<file path="config.mk">
export PLATFORM = sky130hd
export DESIGN_NAME = link_tx_arbiter_flat
export DESIGN_NICKNAME = d
export VERILOG_FILES = /design/src/rtl/link_pkg.sv /design/src/rtl/link_tx_arbiter_if.sv /design/src/rtl/link_tx_arbiter_rr_arbiter.sv /design/src/rtl/link_tx_arbiter.sv /design/src/flat_wrapper.sv
export SDC_FILE = /design/constraint.sdc
export NUM_CORES = 1
export LEC_CHECK = 0
export BUFFER_PORTS_ARGS = -buffer_cell sky130_fd_sc_hd__clkbuf_2
export CAP_MARGIN = 20
export CORE_ASPECT_RATIO = 1.1
export CORE_UTILIZATION = 50
export DETAILED_ROUTE_END_ITERATION = 12
export PLACE_DENSITY = 0.81
export SYNTH_ARGS = -nofsm -noshare
export SYNTH_HDL_FRONTEND = slang
export SYNTH_HIERARCHICAL = 1
export SYNTH_SLANG_ARGS = --single-unit
</file>
<file path="constraint.sdc">
create_clock -name clk -period 4.8 [get_ports clk]
set_input_delay 0.72 -clock clk [delete_from_list [all_inputs] [get_ports clk]]
set_output_delay 0.72 -clock clk [all_outputs]
set_load 0.02 [all_outputs]
</file>
<file path="src/rtl/link_pkg.sv">
// Shared serial-link definitions: frame bit levels, data width and the
// state encoding used by both the transmit arbiter and the receive side.
package link_pkg;

    localparam int   DATA_BITS  = 8;
    localparam logic START_BIT  = 1'b0;
    localparam logic STOP_BIT   = 1'b1;
    localparam logic IDLE_LEVEL = 1'b1;

    localparam logic [2:0] STATE_IDLE   = 3'd0;
    localparam logic [2:0] STATE_START  = 3'd1;
    localparam logic [2:0] STATE_DATA   = 3'd2;
    localparam logic [2:0] STATE_PARITY = 3'd3;
    localparam logic [2:0] STATE_STOP   = 3'd4;

    typedef enum logic [2:0] {
        ST_IDLE   = STATE_IDLE,
        ST_START  = STATE_START,
        ST_DATA   = STATE_DATA,
        ST_PARITY = STATE_PARITY,
        ST_STOP   = STATE_STOP
    } state_t;

    // Parity bit that makes data+parity odd (odd=1) or even (odd=0).
    function automatic logic parity_bit(input logic [DATA_BITS-1:0] data,
                                        input logic odd);
        return (^data) ^ odd;
    endfunction

endpackage

</file>
<file path="src/rtl/link_tx_arbiter_if.sv">
// Requester-side bundle of the link transmit arbiter.
// Ports: req/req_data from requesters; grant/tx/busy/owner back from arbiter.
interface link_tx_arbiter_if #(
    parameter int N = 4
);

    logic [N-1:0]         req;
    logic [N*8-1:0]       req_data;
    logic [N-1:0]         grant;
    logic                 tx;
    logic                 busy;
    logic [$clog2(N)-1:0] owner;

    modport master (
        output req,
        output req_data,
        input  grant,
        input  tx,
        input  busy,
        input  owner
    );

    modport slave (
        input  req,
        input  req_data,
        output grant,
        output tx,
        output busy,
        output owner
    );

endinterface

</file>
<file path="src/rtl/link_tx_arbiter_rr_arbiter.sv">
// Combinational round-robin picker: first set req at or after pointer.
// Ports: req, pointer, enable in; one-hot grant and binary index out.
module rr_arbiter #(
    parameter int N = 4
) (
    input  logic [N-1:0]         req,
    input  logic [$clog2(N)-1:0] pointer,
    input  logic                 enable,
    output logic [N-1:0]         grant,
    output logic [$clog2(N)-1:0] index
);

    localparam int IW = $clog2(N);
    localparam int SW = IW + 1;

    logic [SW-1:0] sum;
    logic [IW-1:0] cand;
    logic          found;

    always_comb begin
        grant = '0;
        index = '0;
        found = 1'b0;
        sum   = '0;
        cand  = '0;
        for (int i = 0; i < N; i++) begin
            // pointer + i, wrapped back into 0..N-1
            sum = {1'b0, pointer} + SW'(i);
            if (sum >= SW'(N)) begin
                sum = sum - SW'(N);
            end
            cand = sum[IW-1:0];
            if (enable && !found && req[cand]) begin
                found       = 1'b1;
                grant[cand] = 1'b1;
                index       = cand;
            end
        end
    end

endmodule

</file>
<file path="src/rtl/link_tx_arbiter.sv">
// Round-robin arbiter sharing one serial tx line among N byte requesters.
// Ports: clk, arst (sync, active-high), bus (slave: req/req_data in,
// grant/tx/busy/owner out). Frame: start, 8 data LSB first, parity, stop.
module link_tx_arbiter
    import link_pkg::*;
#(
    parameter int N            = 4,
    parameter int CLKS_PER_BIT = 1,
    parameter int PARITY_ODD   = 1
) (
    input  logic              clk,
    input  logic              arst,
    link_tx_arbiter_if.slave  bus
);

    localparam int IW = $clog2(N);
    localparam int DW = (CLKS_PER_BIT > 1) ? $clog2(CLKS_PER_BIT) : 1;
    localparam logic [DW-1:0] DIV_LAST = DW'(CLKS_PER_BIT - 1);
    localparam logic PAR_ODD = (PARITY_ODD != 0);

    state_t          state_q, state_d;
    logic [IW-1:0]   ptr_q, ptr_d;
    logic [IW-1:0]   owner_q, owner_d;
    logic [7:0]      shreg_q, shreg_d;
    logic            par_q, par_d;
    logic [2:0]      bit_q, bit_d;
    logic [DW-1:0]   div_q, div_d;
    logic            tx_q, tx_d;

    logic [N-1:0]    win_grant;
    logic [IW-1:0]   win_idx;
    logic [7:0]      byte_sel;
    logic            arb_en;
    logic            take;
    logic            bit_done;

    // No grant while reset is applied: the capture would be discarded.
    assign arb_en   = (state_q == ST_IDLE) && !arst;
    assign take     = |win_grant;
    assign bit_done = (div_q == DIV_LAST);

    rr_arbiter #(
        .N (N)
    ) u_arb (
        .req     (bus.req),
        .pointer (ptr_q),
        .enable  (arb_en),
        .grant   (win_grant),
        .index   (win_idx)
    );

    always_comb begin
        byte_sel = '0;
        for (int i = 0; i < N; i++) begin
            if (win_grant[i]) begin
                byte_sel = byte_sel | bus.req_data[i*8 +: 8];
            end
        end
    end

    always_ff @(posedge clk) begin
        if (arst) begin
            state_q <= ST_IDLE;
            ptr_q   <= '0;
            owner_q <= '0;
            shreg_q <= '0;
            par_q   <= 1'b0;
            bit_q   <= '0;
            div_q   <= '0;
            tx_q    <= IDLE_LEVEL;
        end else begin
            state_q <= state_d;
            ptr_q   <= ptr_d;
            owner_q <= owner_d;
            shreg_q <= shreg_d;
            par_q   <= par_d;
            bit_q   <= bit_d;
            div_q   <= div_d;
            tx_q    <= tx_d;
        end
    end

    always_comb begin
        state_d = state_q;
        ptr_d   = ptr_q;
        owner_d = owner_q;
        shreg_d = shreg_q;
        par_d   = par_q;
        bit_d   = bit_q;
        div_d   = bit_done ? '0 : div_q + DW'(1);
        tx_d    = IDLE_LEVEL;

        unique case (state_q)
            ST_IDLE: begin
                div_d = '0;
                bit_d = '0;
                if (take) begin
                    state_d = ST_START;
                    shreg_d = byte_sel;
                    par_d   = parity_bit(byte_sel, PAR_ODD);
                    owner_d = win_idx;
                    if (win_idx == IW'(N - 1)) begin
                        ptr_d = '0;
                    end else begin
                        ptr_d = win_idx + IW'(1);
                    end
                end
            end
            ST_START: begin
                if (bit_done) begin
                    state_d = ST_DATA;
                end
            end
            ST_DATA: begin
                if (bit_done) begin
                    shreg_d = shreg_q >> 1;
                    // Leave on the 8th bit; counter never reaches a 9th.
                    if (bit_q == 3'(DATA_BITS - 1)) begin
                        bit_d   = '0;
                        state_d = ST_PARITY;
                    end else begin
                        bit_d = bit_q + 3'd1;
                    end
                end
            end
            ST_PARITY: begin
                if (bit_done) begin
                    state_d = ST_STOP;
                end
            end
            ST_STOP: begin
                if (bit_done) begin
                    state_d = ST_IDLE;
                end
            end
            default: begin
                state_d = ST_IDLE;
            end
        endcase

        // tx is registered, so drive the level of the state being entered.
        unique case (state_d)
            ST_IDLE:   tx_d = IDLE_LEVEL;
            ST_START:  tx_d = START_BIT;
            ST_DATA:   tx_d = shreg_d[0];
            ST_PARITY: tx_d = par_d;
            ST_STOP:   tx_d = STOP_BIT;
            default:   tx_d = IDLE_LEVEL;
        endcase
    end

    assign bus.grant = win_grant;
    assign bus.tx    = tx_q;
    assign bus.busy  = (state_q != ST_IDLE);
    assign bus.owner = owner_q;

endmodule

</file>
<file path="src/flat_wrapper.sv">
// flat-port wrapper written by rule: the top's interface ports become plain ports
module link_tx_arbiter_flat import link_pkg::*;
#(
    parameter int N            = 4,
    parameter int CLKS_PER_BIT = 1,
    parameter int PARITY_ODD   = 1
)
  (clk, arst, bus_req, bus_req_data, bus_grant, bus_tx, bus_busy, bus_owner);
  link_tx_arbiter_if #(.N(N)) bus_i ();
  input  logic clk;
  input  logic arst;
  input wire logic [$bits(bus_i.req)-1:0] bus_req;
  input wire logic [$bits(bus_i.req_data)-1:0] bus_req_data;
  output wire logic [$bits(bus_i.grant)-1:0] bus_grant;
  output wire logic [$bits(bus_i.tx)-1:0] bus_tx;
  output wire logic [$bits(bus_i.busy)-1:0] bus_busy;
  output wire logic [$bits(bus_i.owner)-1:0] bus_owner;
  assign bus_i.req = bus_req;
  assign bus_i.req_data = bus_req_data;
  assign bus_grant = bus_i.grant;
  assign bus_tx = bus_i.tx;
  assign bus_busy = bus_i.busy;
  assign bus_owner = bus_i.owner;
  link_tx_arbiter #(.N(N), .CLKS_PER_BIT(CLKS_PER_BIT), .PARITY_ODD(PARITY_ODD)) u_core (.clk(clk), .arst(arst), .bus(bus_i));
endmodule
</file>
=== Yosys cells after proc, flatten, opt, wreduce, memory -nomap -nowiden ===
Cells that the tools add are included.

* Reduce and logical (&&, ||, !) cells: 25
* Add/sub/neg operators: 10
* $lt $le $gt $ge: 12
* Multiplexer cells: 52
* Equal/unequal tests: 11
* Bitwise logic cells: 8

{| class="wikitable"
|+ Operator list
! cell !! count
|-
| 8-bit 2-to-1 mux || 6
|-
| 3-bit 2-to-1 mux || 8
|-
| 8-bit OR || 3
|-
| 2-bit 2-to-1 mux || 9
|-
| 4-bit 2-to-1 mux || 4
|-
| 8-bit one-hot mux with 2 select lines || 1
|-
| 3-bit one-hot mux with 5 select lines || 1
|-
| 1-bit 2-to-1 mux || 13
|-
| 3-bit by 2-bit equality test with 1-bit output, second input constant || 4
|-
| 1-bit logical AND || 12
|-
| 2-bit by 3-bit less-than comparator with 1-bit output, second input constant || 4
|-
| 4-bit OR || 3
|-
| 3-bit >= comparator, second input constant || 3
|-
| 1-bit binary-select mux with 2-bit select || 4
|-
| 1-bit demux with 2-bit select || 4
|-
| 2-bit by 1-bit >= comparator with 1-bit output, second input constant || 4
|-
| 8-bit parity || 1
|-
| 2-bit by 1-bit subtractor with 2-bit output, second input constant || 4
|-
| 2-bit by 2-bit adder with 3-bit output, second input constant || 2
|-
| 3-bit by 1-bit equality test with 1-bit output, second input constant || 2
|-
| 3-bit equality test, second input constant || 2
|-
| 3-bit one-hot mux with 2 select lines || 1
|-
| 1-bit zero test || 4
|-
| 2-bit AND reduction || 2
|-
| 16 further kinds || 17
|}

* Output and inout bits: 8
* Flip-flop bits (word level): 21
* Bits of input ports: 38

=== Longest topological paths before layout ===
Gate-level depths: netlist of the first run.

* Depth in word-level cells: 30
* Depth in mapped cells: 14
* Depth with buffers taken out: 11

=== By module ===
The synthesis of the first run kept the hierarchy.

{| class="wikitable"
|+ By module, submodules not included
! module !! area an instance (um2) !! cells an instance !! instances
|-
| link_tx_arbiter || 1,251.2 || 143 || 1
|-
| rr_arbiter || 604.3 || 74 || 1
|}

=== Worst setup path after synthesis of the first run ===
OpenSTA, ideal clock, no wires.

* Path type: flip-flop to flip-flop
* Start: register u_core.ptr_q[0]
* End: register u_core.tx_q (netlist: u_core/bus.tx)
* Library setup time: 0.069 ns
* Path buffers: 3
* Stages on the path, launching flop included: 15
* Period minus slack after synthesis: 3.714 ns
* Arrival: 3.646 ns
* Path slack: 1.086 ns
* Cell sequence: dfxtp_1 -> buf_4 -> inv_2 -> ha_1 -> buf_6 -> mux4_2 -> nand2_1 -> o21ai_1 -> a221o_1 -> buf_6 -> or4_4 -> a21oi_4 -> a221oi_2 -> and3b_1 -> o21bai_2

* Longest elaborated chain between the ends: 30
* Elaborated cells between the ends (all ways): 83
* Classes of those cells: add/sub (7); order compare (12); eq/ne (3); mux (38); bitwise (7); reduce/logical (16)

{| class="wikitable"
|+ Ends and longest elaborated chain
! item !! line !! RTL
|-
| start: declaration || link_tx_arbiter.sv:22 || <nowiki>logic [IW-1:0] ptr_q, ptr_d;</nowiki>
|-
| start signal: assignment || link_tx_arbiter.sv:73 || <nowiki>ptr_q <= ptr_d;</nowiki>
|-
| parallel branches: the longest is 17 deep, another holds 2-bit by 1-bit adder with 3-bit output || -- ||
|-
| 4-bit 2-to-1 mux (*) || link_tx_arbiter_rr_arbiter.sv:33 || <nowiki>if (enable && !found && req[cand]) begin</nowiki>
|-
| net bus_grant[0] || flat_wrapper.sv:14 || <nowiki>output wire logic [$bits(bus_i.grant)-1:0] bus_grant;</nowiki>
|-
| 8-bit 2-to-1 mux || link_tx_arbiter.sv:55 || <nowiki>if (win_grant[i]) begin</nowiki>
|-
| 8-bit OR || link_tx_arbiter.sv:56 || <nowiki>byte_sel = byte_sel | bus.req_data[i*8 +: 8];</nowiki>
|-
| 8-bit 2-to-1 mux || link_tx_arbiter.sv:55 ||
|-
| 8-bit OR || link_tx_arbiter.sv:56 ||
|-
| 8-bit 2-to-1 mux || link_tx_arbiter.sv:55 ||
|-
| 8-bit OR || link_tx_arbiter.sv:56 ||
|-
| 8-bit 2-to-1 mux || link_tx_arbiter.sv:55 ||
|-
| 8-bit parity || link_pkg.sv:27 || <nowiki>return (^data) ^ odd;</nowiki>
|-
| 1-bit NOT (no source line) || -- ||
|-
| 1-bit 2-to-1 mux || link_tx_arbiter.sv:97 || <nowiki>if (take) begin</nowiki>
|-
| 1-bit 2-to-1 mux || link_tx_arbiter.sv:93 || <nowiki>unique case (state_q)</nowiki>
|-
| 1-bit one-hot mux with 3 select lines (*) || link_tx_arbiter.sv:142 || <nowiki>unique case (state_d)</nowiki>
|-
| end signal: assignment || link_tx_arbiter.sv:79 || <nowiki>tx_q <= tx_d;</nowiki>
|-
| end: declaration || link_tx_arbiter.sv:28 || <nowiki>logic tx_q, tx_d;</nowiki>
|}

Mark *: on every way through the listed nets, which the timed path passes. The select of a mux whose other input is x is not followed.
A chain may end at the register's enable or synchronous reset.

=== Worst setup path in the final report of the first run ===
* Start: register u_core.ptr_q[0]
* End: register u_core.tx_q (netlist: u_core/bus.tx)

* Longest elaborated chain between the ends: 30
* Elaborated cells between the ends (all ways): 83
* Classes of those cells: add/sub (7); order compare (12); eq/ne (3); mux (38); bitwise (7); reduce/logical (16)

{| class="wikitable"
|+ Ends and longest elaborated chain
! item !! line
|-
| parallel branches: the longest is 17 deep, another holds 2-bit by 1-bit adder with 3-bit output || --
|-
| 4-bit 2-to-1 mux (*) || link_tx_arbiter_rr_arbiter.sv:33
|-
| 8-bit 2-to-1 mux || link_tx_arbiter.sv:55
|-
| 8-bit OR || link_tx_arbiter.sv:56
|-
| 8-bit 2-to-1 mux || link_tx_arbiter.sv:55
|-
| 8-bit OR || link_tx_arbiter.sv:56
|-
| 8-bit 2-to-1 mux || link_tx_arbiter.sv:55
|-
| 8-bit OR || link_tx_arbiter.sv:56
|-
| 8-bit 2-to-1 mux || link_tx_arbiter.sv:55
|-
| 8-bit parity || link_pkg.sv:27
|-
| 1-bit NOT (no source line) || --
|-
| 1-bit 2-to-1 mux || link_tx_arbiter.sv:97
|-
| 1-bit 2-to-1 mux || link_tx_arbiter.sv:93
|-
| 1-bit one-hot mux with 3 select lines (*) || link_tx_arbiter.sv:142
|}

Mark *: on every way between the ends. The select of a mux whose other input is x is not followed.

==> results.toml, run 1 <==
[power]
p_leak_nw = 0.886
power-per-cell-area_mw_per_mm2 = 520
ir_drop_mv = 0.312

[yosys]
synth-seq-cells = 21
synthMostInstantiatedCell = "nand2_1"
yosys.area.top_type = "dfxtp_1"
netlist_instances = 217
netlist_area_mm2 = 0.00186
yosys-top-cells-count = "25 x nand2_1, 21 x dfxtp_1, 17 x a22oi_1"
number_of_unique_standard_cell_types_used_by_synthesis = 59
asyncSetResetFlopFracSynth_pct = 0
synth_seq_area_share_pct = 22.7
ys.flop_type = "dfxtp_1"
synth.area.top_cells = "dfxtp_1 23%, a22oi_1 6.9%, ha_1 6.7%"
synth.top_cell.area_share_pct = 22.7
post_synth_edffs = 0
syn-num-nets = 265
synthesis.area_per_instance_um2 = 8.55
ys_warn_count = 6

[clock_tree]
clockRootBuffer = "clkbuf_4"
cts-resized-gates = 0
clk_path_buf_depth = 2
worstSkewPairLatency_ns = 0.30
ctsHoldBuffers = 0
worst_setup_hold_path_clk_slew_ns = 0.11
clock_tree_from_tritoncts = "done"
ctsHtreeMaxLevel = 1
numCtsBuffers = 3
cts_num_sinks = 21
post-cts-setup-buffer-count = 0

[timing]
clock_skew_ns = 0.00690
fmaxAchievable_ghz = 0.268
whs_ns = 0.462
timing_hold_violations_final = 0
grt_setup_unrepaired = "no"
drv_slew = 0
timing.slew.headroom_pct = 49.2
timing.setup.tns_ns = 0
period_needed_ns = 3.73
period_share_pct = 77.6
max_slew.worst_pin.slew_ns = 0.759
setup_violations = 0

[floorplanning]
fp.dieH_um = 65.9
floorplan.initialDensity_pct = 53.9
fp.dieArea_mm2 = 0.00396
die_width_um = 60.1
std_cell_rows = 22
floorplan.core_area_mm2 = 0.00344
boundaryPins = 46

[final_layout]
fillers = 331
final_util_pct = 59.7
final_nets = 300
antennaDiodeCount = 0
instances_no_fill = 299
layout-area-overhead-vs-synth_pct = 10.7
post_route_cells_drive_above_1_share_pct = 26.7

[global_routing]
largest_net_degree_at_the_start_of_global_routing = 22
grt_first_pass_wirelength_mm = 6.76
gr-usage-all-layers_pct = 21.7
grt.overflow.total = 0
first_global_vias = 1580
antenna_found_initial = 0

[outcome]
outcome = "complete, no violations"

[hold_path]
timing.hold.worst.class = "reg -> reg"

[detailed_routing]
dr_total_vias = 1814
first_drt_pass_iteration_count = 4
via_per_inst = 6.07
post-route-drc-count = 0
drt-initial-drc-count = 115
totalWireLength_mm = 4.08
drt-wirelength-per-cell_um = 13.7
postRouteAntennaNets = 0

[placed_design]
finalWeightedCongestion = 0.867
placedCellCount = 295
dp_hpwl_mm = 3.07
total_of_buffers_placed_on_input_and_output_ports = 45

[setup_path]
timing.critical_path.fanout_max = 11
crit_required_ns = 5.00
setup.worst_path.end_class = "flip-flop"
setup.worst_path.start_class = "flip-flop"
worst-r2r-setup-slack_ns = 1.07
cp_data_arrival_time_ns = 3.92
setup.worst_path.class = "reg -> reg"

[job]
timing.max_cap.violations = 0
## metal layers
layer | routed length [um] | part of all wire, % | GRT usage (%) | vias to the layer above
li1 | - | - | - | 907
met1 | 1820 | 44 | 26.4 | 850
met2 | 2080 | 51 | 39.3 | 53
met3 | 147 | 3.6 | 3.52 | 4
met4 | 40 | 0.98 | 4.65 | 0
met5 | 0 | 0 | 0 | -
## flip-flops by register name, summed over array words and instances, names as in the netlist
signal / cells
u_core/state_q: 3
u_core/bus.tx: 1
u_core/shreg_q: 8
u_core/bit_q: 3
u_core/ptr_q: 2
u_core/par_q: 1
u_core/bus.owner: 2
u_core/div_q: 1
## kinds of logic (layout without fill, tap and decap cells)
kind of cell,count (synthesis),after routing,synth area share (%)
AOI/OAI and AO/OA,82,82,33.6
and+or+nand+nor,70,70,21.5
buffers and inverters,23,57,8.36
DFF,21,21,22.7
adders and majority gates,10,10,6.74
muxes,9,9,6.47
other,1,1,0.202
xor gates and xnor gates,1,1,0.472
## power by group
part	switching [mW]	leakage, nW	internal (mW)	total (mW)
sequential	0.0330	0.171	0.212	0.245
combinational	0.435	0.700	0.306	0.741
clock	0.0513	0.0150	0.0324	0.0837
## layout by cell type, fill, tap and decap left out, types with 4 or more instances in the layout
cell      netlist  final
ha_1           10     10
nand2_1        25     25
dfxtp_1        21     21
clkbuf_2        0     45
nor2_1         10     10
o21ai_0         4      4
a22o_1          8      8
o21ai_1         4      4
nor3_1          5      5
o211a_1         4      4
mux2i_1         6      6
a211o_1         4      4
a21oi_1        13     13
inv_1           4      4
a211oi_1        5      5
a221o_1         4      4
a22oi_1        17     17
## final cells by class
| cell class | count | area, um^2 | area share [%] |
|---|---|---|---|
| clock buffers | 4 | 26.3 | 1.28 |
| inverters | 6 | 27.5 | 1.34 |
| multi-input cells | 173 | 1280 | 62.3 |
| flip-flops and latches | 21 | 420 | 20.5 |
| well taps | 48 | 60.1 | 2.92 |
| repair buffers | 47 | 240 | 11.7 |
## worst paths after layout
kind	from	endpoint	cells after the start
setup / recovery	u_core/ptr_q[0]$_SDFFE_PP0P_	u_core/bus.tx$_SDFF_PP1_	11
hold / removal	u_core/shreg_q[6]$_SDFFE_PP0P_	u_core/shreg_q[6]$_SDFFE_PP0P_	2
setup reg to reg	u_core/ptr_q[0]$_SDFFE_PP0P_	u_core/bus.tx$_SDFF_PP1_	11
hold reg to reg	u_core/shreg_q[6]$_SDFFE_PP0P_	u_core/shreg_q[6]$_SDFFE_PP0P_	2
## worst max-delay path: stages, from the launching register on
cell      delay [ns]
dfxtp_1         0.36
inv_2           0.09
ha_1            0.55
mux4_2          0.63
nand2_1         0.10
o21ai_1         0.06
a221o_1         0.50
nor4_1          0.66
a211oi_1        0.17
a221oi_2        0.23
and3b_1         0.20
o21bai_2        0.07
## through the flow
stage	cell area [um^2]	power, mW	worst slack (ns)
after floorplan	1860	0.866	1.09
after global placement	2030	0.974	1.10
after detailed placement	2030	0.981	1.11
after CTS	2050	1.07	1.10
after global routing	2050	1.16	0.859
final	2050	1.07	1.07
Note: power is estimated with default switching activity, not from simulation.
==> run 2, diff against run 1 <==
- CORE_UTILIZATION: 50 -> 48
- clock period: 4.8 -> 3.2 ns (I/O delays scaled with it)
==> results.toml, run 2 (synthesis gave the netlist of run 1 again) <==
[floorplanning]
die_width_um = 61.3
floorplan.initialDensity_pct = 50.4
floorplan.core_area_mm2 = 0.00368
fp.dieH_um = 67.2
boundaryPins = 46
std_cell_rows = 23
fp.dieArea_mm2 = 0.00412

[final_layout]
regArea_um2 = 428
fillers = 315
instances_no_fill = 330
mostFrequentLayoutCell = "clkbuf_2"
multi_input_comb_area_mm2 = 0.00139
max_ffs_per_register = 8
post_route_cells_drive_above_1_share_pct = 40.4
antennaDiodeCount = 0
layout-area-overhead-vs-synth_pct = 29.5
mostFrequentLayoutCells = "45 x clkbuf_2, 28 x buf_4, 24 x nand2_1"
final_util_pct = 65.3
final_nets = 329
top_regs = "u_core/shreg_q x8, u_core/bit_q x3, u_core/state_q x3"
registers.top_by_ff_count = "u_core/shreg_q"

[detailed_routing]
drt-initial-drc-count = 180
drt-wirelength-per-cell_um = 15.9
postRouteAntennaNets = 0
totalWireLength_mm = 5.25
post-route-drc-count = 0
first_drt_pass_iteration_count = 6
via_per_inst = 6.13
dr_total_vias = 2024

[clock_tree]
worstSkewPairLatency_ns = 0.26
clockRootBuffer = "clkbuf_8"
clock_tree_from_tritoncts = "done"
ctsHtreeMaxLevel = 1
cts_num_sinks = 21
numCtsBuffers = 3
ctsHoldBuffers = 0
clk_path_buf_depth = 2
worst_setup_hold_path_clk_slew_ns = 0.07

[global_routing]
met3_usage_pct = 3.64
layer_carrying_the_most_global_route_usage = "met2"
first_global_vias = 1822
largest_net_degree_at_the_start_of_global_routing = 21
gr-usage-all-layers_pct = 24.2
global_route.usage.met2_pct = 45.1
antenna_found_initial = 0
grtUsageMet1_pct = 27.9
grt_first_pass_wirelength_mm = 7.61
grt.overflow.total = 0

[setup_path]
setup.worst_path.start_class = "flip-flop"
timing.critical_path.slowest_cell_delay_ns = 0.55
crit_required_ns = 3.37
cp_data_arrival_time_ns = 3.38
setup.worst_path.class = "reg -> reg"
timing.critical_path.fanout_max = 6
crit_chain = "inv_8 -> ha_4 -> mux4_2 -> nand2_1 -> o21ai_1 -> a221o_1 -> buf_4 -> a22o_1 -> o211a_1 -> o211a_1 -> o211a_1 -> o31ai_2"
worst_path_max_delay_cell = "mux4_2"
setup.worst_path.end_class = "flip-flop"
cell_with_the_most_instances_on_the_worst_path = "o211a_1"
startpoint = "u_core/ptr_q[0]$_SDFFE_PP0P_"
reg2reg_from = "u_core/ptr_q[0]$_SDFFE_PP0P_"

[power]
total_power_mw = 2.08
ir_drop_mv = 0.309
p_leak_nw = 1.05
power_switching_share_pct = 45.8
switchingPower_mw = 0.954
internal_power_mw = 1.13
power_frac_clock_pct = 8.1
power-per-cell-area_mw_per_mm2 = 866
p_comb_share_pct = 74.2
seqPwrFrac_pct = 17.7

[placed_design]
dpl_worst_slack_ns = -0.0953
finalWeightedCongestion = 0.839
dp_hpwl_mm = 3.60
total_of_buffers_placed_on_input_and_output_ports = 45
placedCellCount = 321

[timing]
timing.setup.tns_ns = -0.0108
max_slew.worst_pin.slew_ns = 0.505
clock_skew_ns = 0.00348
timing.slew.headroom_pct = 65.9
finalWorstSetupSlack_ns = -0.0108
timing_hold_violations_final = 0
drv_slew = 0
period_share_pct = 100
setup_violations = 1
fmaxAchievable_ghz = 0.311
grt_setup_unrepaired = "yes"
period_needed_ns = 3.21

[hold_path]
timing.hold.worst.class = "reg -> reg"
hold_start = "u_core/bus.owner[0]$_SDFFE_PP0P_"

[outcome]
failed_checks = "setup timing"
outcome = "finished, violations left"

[job]
timing.max_cap.violations = 0
## run 2: cell count changes in the layout (fill, tap and decap cells not counted), sizes merged
cell and change:
buf +27, a221o +2
## run 2: path summary, 6_finish.rpt
path	endpoint	slack, ns	cells after the start
worst max-delay path	u_core/par_q$_SDFF_PP0_	-0.01	12
worst min-delay path	u_core/bus.owner[0]$_SDFFE_PP0P_	0.46	2
worst max register to register	u_core/par_q$_SDFF_PP0_	-0.01	12
worst min register to register	u_core/bus.owner[0]$_SDFFE_PP0P_	0.46	2
## run 2: per-stage QoR
step	instance area (um^2)	hold slack, ns
2_1_floorplan	1910	0.439
3_3_place_gp	2250	0.448
3_5_place_dp	2250	0.451
4_1_cts	2320	0.463
5_1_grt	2400	0.486
6_report	2400	0.462
## run 2: area by class of cell
cell class / instances / share of cell area, %
inverters: 6 / 1.46
well taps: 50 / 2.60
multi-input cells: 175 / 57.7
repair buffers: 74 / 18.6
clock buffers: 4 / 1.87
flip-flops and latches: 21 / 17.8
## run 2: critical path, delay by kind of cell (launching register included)
family,cells,cell delay [ns]
AO/OA/AOI/OAI,7,1.60
adder cells (fa/ha/maj),1,0.30
buffers and inverters,2,0.19
flip-flops,1,0.38
multiplexers,1,0.55
AND/OR/NAND/NOR,1,0.10
## run 2: power groups by stage
stage	registers [mW]	clock network, mW	logic, mW
after global routing	0.375	0.185	1.65
after CTS	0.365	0.172	1.40
after detailed placement	0.371	0	1.35
after global placement	0.368	0	1.33
after floorplan	0.385	0	0.979
final	0.368	0.169	1.55
## run 2: metal layers
| metal | vias up | share of wire, % | routed length [um] |
|---|---|---|---|
| li1 | 979 | - | - |
| met1 | 935 | 42 | 2220 |
| met2 | 100 | 50 | 2640 |
| met3 | 10 | 6.4 | 334 |
| met4 | 0 | 1.2 | 63 |
| met5 | - | 0 | 0 |
## run 2: what timing repair did
action,CTS,global route
endpoints found under the setup margin,2,3
buffers inserted,1,2
gates cloned,1,1
pin swaps,6,4
gates resized for setup,4,11
==> run 3, diff against run 2 <==
- ABC_AREA: unset -> 1
- CORE_UTILIZATION: 48 -> 49
- PLACE_DENSITY: 0.81 -> 0.82
- SYNTH_HIERARCHICAL: 1 -> unset
==> results.toml, run 3 <==
[setup_path]
cell_with_the_most_instances_on_the_worst_path = "inv_2"
crit_required_ns = 2.72
setup.worst_path.end_class = "primary output"
crit_chain = "inv_2 -> ha_1 -> inv_1 -> nand3_1 -> nand2_1 -> inv_2 -> nor2_4 -> buf_12 -> nand3_2 -> nand3_4 -> clkbuf_2"
timing.critical_path.slowest_cell_delay_ns = 0.44
cp_data_arrival_time_ns = 2.37
setup.worst_path.class = "reg -> out"
timing.critical_path.fanout_max = 11
worst_path_max_delay_cell = "dfxtp_2"
setup.worst_path.start_class = "flip-flop"

[global_routing]
largest_net_degree_at_the_start_of_global_routing = 19
antenna_found_initial = 0
first_global_vias = 1854
gr-usage-all-layers_pct = 23.3
grt_first_pass_wirelength_mm = 7.46
grt.overflow.total = 0

[yosys]
netlist_area_mm2 = 0.00192
post_synth_edffs = 0
synth_seq_area_share_pct = 21.8
synth.top_cell.area_share_pct = 23.0
synthesis.area_per_instance_um2 = 6.11
netlist_instances = 315
synth_simple_gate_area_share_pct = 53.6
synth.area.top_cells = "nand2_1 23%, dfxtp_1 22%, nand2_2 8.1%"
synth_fa_ha_area_share_pct = 5.85
yosys-top-cells-count = "118 x nand2_1, 30 x inv_1, 25 x nand2_2"
synth-compound-area-share_pct = 9.75
synth-seq-cells = 21
combinational_family_with_the_most_area_after_synthesis = "simple AND/OR/NAND/NOR gates"
ys_warn_count = 0
number_of_unique_standard_cell_types_used_by_synthesis = 27
asyncSetResetFlopFracSynth_pct = 0
synth.mux.area_fraction_pct = 0
ys.flop_type = "dfxtp_1"
synth_xor_xnor_area_share_pct = 0
synthMostInstantiatedCell = "nand2_1"
syn-num-nets = 362
yosys.area.top_type = "nand2_1"

[timing]
period_share_pct = 89.1
clock_skew_ns = 0.00206
timing.slew.headroom_pct = 61.4
max_slew.worst_pin.slew_ns = 0.576
fmaxAchievable_ghz = 0.351
setup_violations = 0
whs_ns = 0.466
grt_setup_unrepaired = "no"
timing_hold_violations_final = 0
timing.setup.tns_ns = 0
period_needed_ns = 2.85
drv_slew = 0

[final_layout]
final_nets = 412
max_ffs_per_register = 8
antennaDiodeCount = 0
mostFrequentLayoutCells = "118 x nand2_1, 45 x clkbuf_2, 30 x inv_1"
fillers = 360
registers.top_by_ff_count = "u_core.shreg_q"
fin_area_mm2 = 0.00228
layout-area-overhead-vs-synth_pct = 18.3
post_route_cells_drive_above_1_share_pct = 30.5
final_util_pct = 61.3
mostFrequentLayoutCell = "nand2_1"
top_regs = "u_core.shreg_q x8, u_core.bit_q x3, u_core.state_q x3"

[placed_design]
total_of_buffers_placed_on_input_and_output_ports = 45
placed_area_mm2 = 0.00220
dp_hpwl_mm = 3.71
finalWeightedCongestion = 0.989

[clock_tree]
clockRootBuffer = "clkbuf_8"
numCtsBuffers = 3
ctsHtreeMaxLevel = 1
clk_path_buf_depth = 2
clock_tree_from_tritoncts = "done"
cts_num_sinks = 21
worstSkewPairLatency_ns = 0.26
worst_setup_hold_path_clk_slew_ns = 0.07

[floorplanning]
floorplan.core_area_mm2 = 0.00371
die_width_um = 61.8
boundaryPins = 46
fp.dieArea_mm2 = 0.00418
floorplan.initialDensity_pct = 51.8
fp.dieH_um = 67.7
std_cell_rows = 23

[detailed_routing]
postRouteAntennaNets = 0
dr_total_vias = 2101
post-route-drc-count = 0
drt-initial-drc-count = 120
via_per_inst = 5.07
first_drt_pass_iteration_count = 4
drt-wirelength-per-cell_um = 11.1
totalWireLength_mm = 4.59

[job]
timing.max_cap.violations = 0

[power]
p_leak_nw = 1.19
power-per-cell-area_mw_per_mm2 = 998
ir_drop_mv = 0.592

[outcome]
outcome = "complete, no violations"

[hold_path]
timing.hold.worst.class = "reg -> reg"
run 3: layer usage:
layer | share of wire (%) | vias up | track usage, %
met5 | 0 | - | 0
met4 | 1.4 | 0 | 5.00
met3 | 4.7 | 8 | 3.07
met2 | 47 | 63 | 41.7
met1 | 47 | 929 | 29.1
li1 | - | 1101 | -
run 3: timing repair:
item | 4_1_cts | 5_1_grt
resized for setup | 0 | 2
endpoints found under the setup margin | 0 | 6
endpoints found under the hold margin | 0 | 0
hold buffers | 0 | 0
setup buffers | 0 | 2
run 3: cell families (layout without fill, tap and decap cells):
kind of cell	after synthesis	count (layout)
simple gates	208	208
flops	21	21
compound gates	33	33
other cells	1	1
fa+ha+maj	9	9
buf+inv	43	92
run 3: worst max-delay path: cells and delay by family (launching register included):
family | cells | cell delay, ns
flops | 1 | 0.44
buf+inv | 5 | 0.66
fa+ha+maj | 1 | 0.39
simple gates | 5 | 0.63
run 3: metrics by stage:
stage	total power, mW	cells	setup WS [ns]
2_1_floorplan	1.73	315	0.602
3_3_place_gp	2.04	408	0.380
3_5_place_dp	2.06	408	0.233
4_1_cts	2.24	412	0.174
5_1_grt	2.54	414	0.0551
6_report	2.27	414	0.347
run 3: path summary, 6_finish.rpt:
path / startpoint / end / slack [ns] / cells after the start
hold reg to reg: u_core.shreg_q[3]$_SDFFE_PP0P_ / u_core.shreg_q[3]$_SDFFE_PP0P_ / 0.47 / 2
hold / removal: u_core.shreg_q[3]$_SDFFE_PP0P_ / u_core.shreg_q[3]$_SDFFE_PP0P_ / 0.47 / 2
setup / recovery: flip-flop / bus_grant[1] / 0.35 / 11
setup reg to reg: flip-flop / u_core.bus.tx$_SDFF_PP1_ / 0.39 / 20
run 3: final cells by class:
cell class,count,area (um^2),area share (%)
clock buffers,4,45.0,1.98
inverters,40,150,6.60
multi-input cells,251,1340,58.7
flip-flops and latches,21,423,18.6
well taps,50,62.6,2.75
repair buffers,48,260,11.4
run 3: where the power goes:
| part | switching, mW | internal [mW] |
|---|---|---|
| clock | 0.0838 | 0.0887 |
| combinational | 1.12 | 0.556 |
| sequential | 0.0700 | 0.349 |
| total | 1.28 | 0.994 |
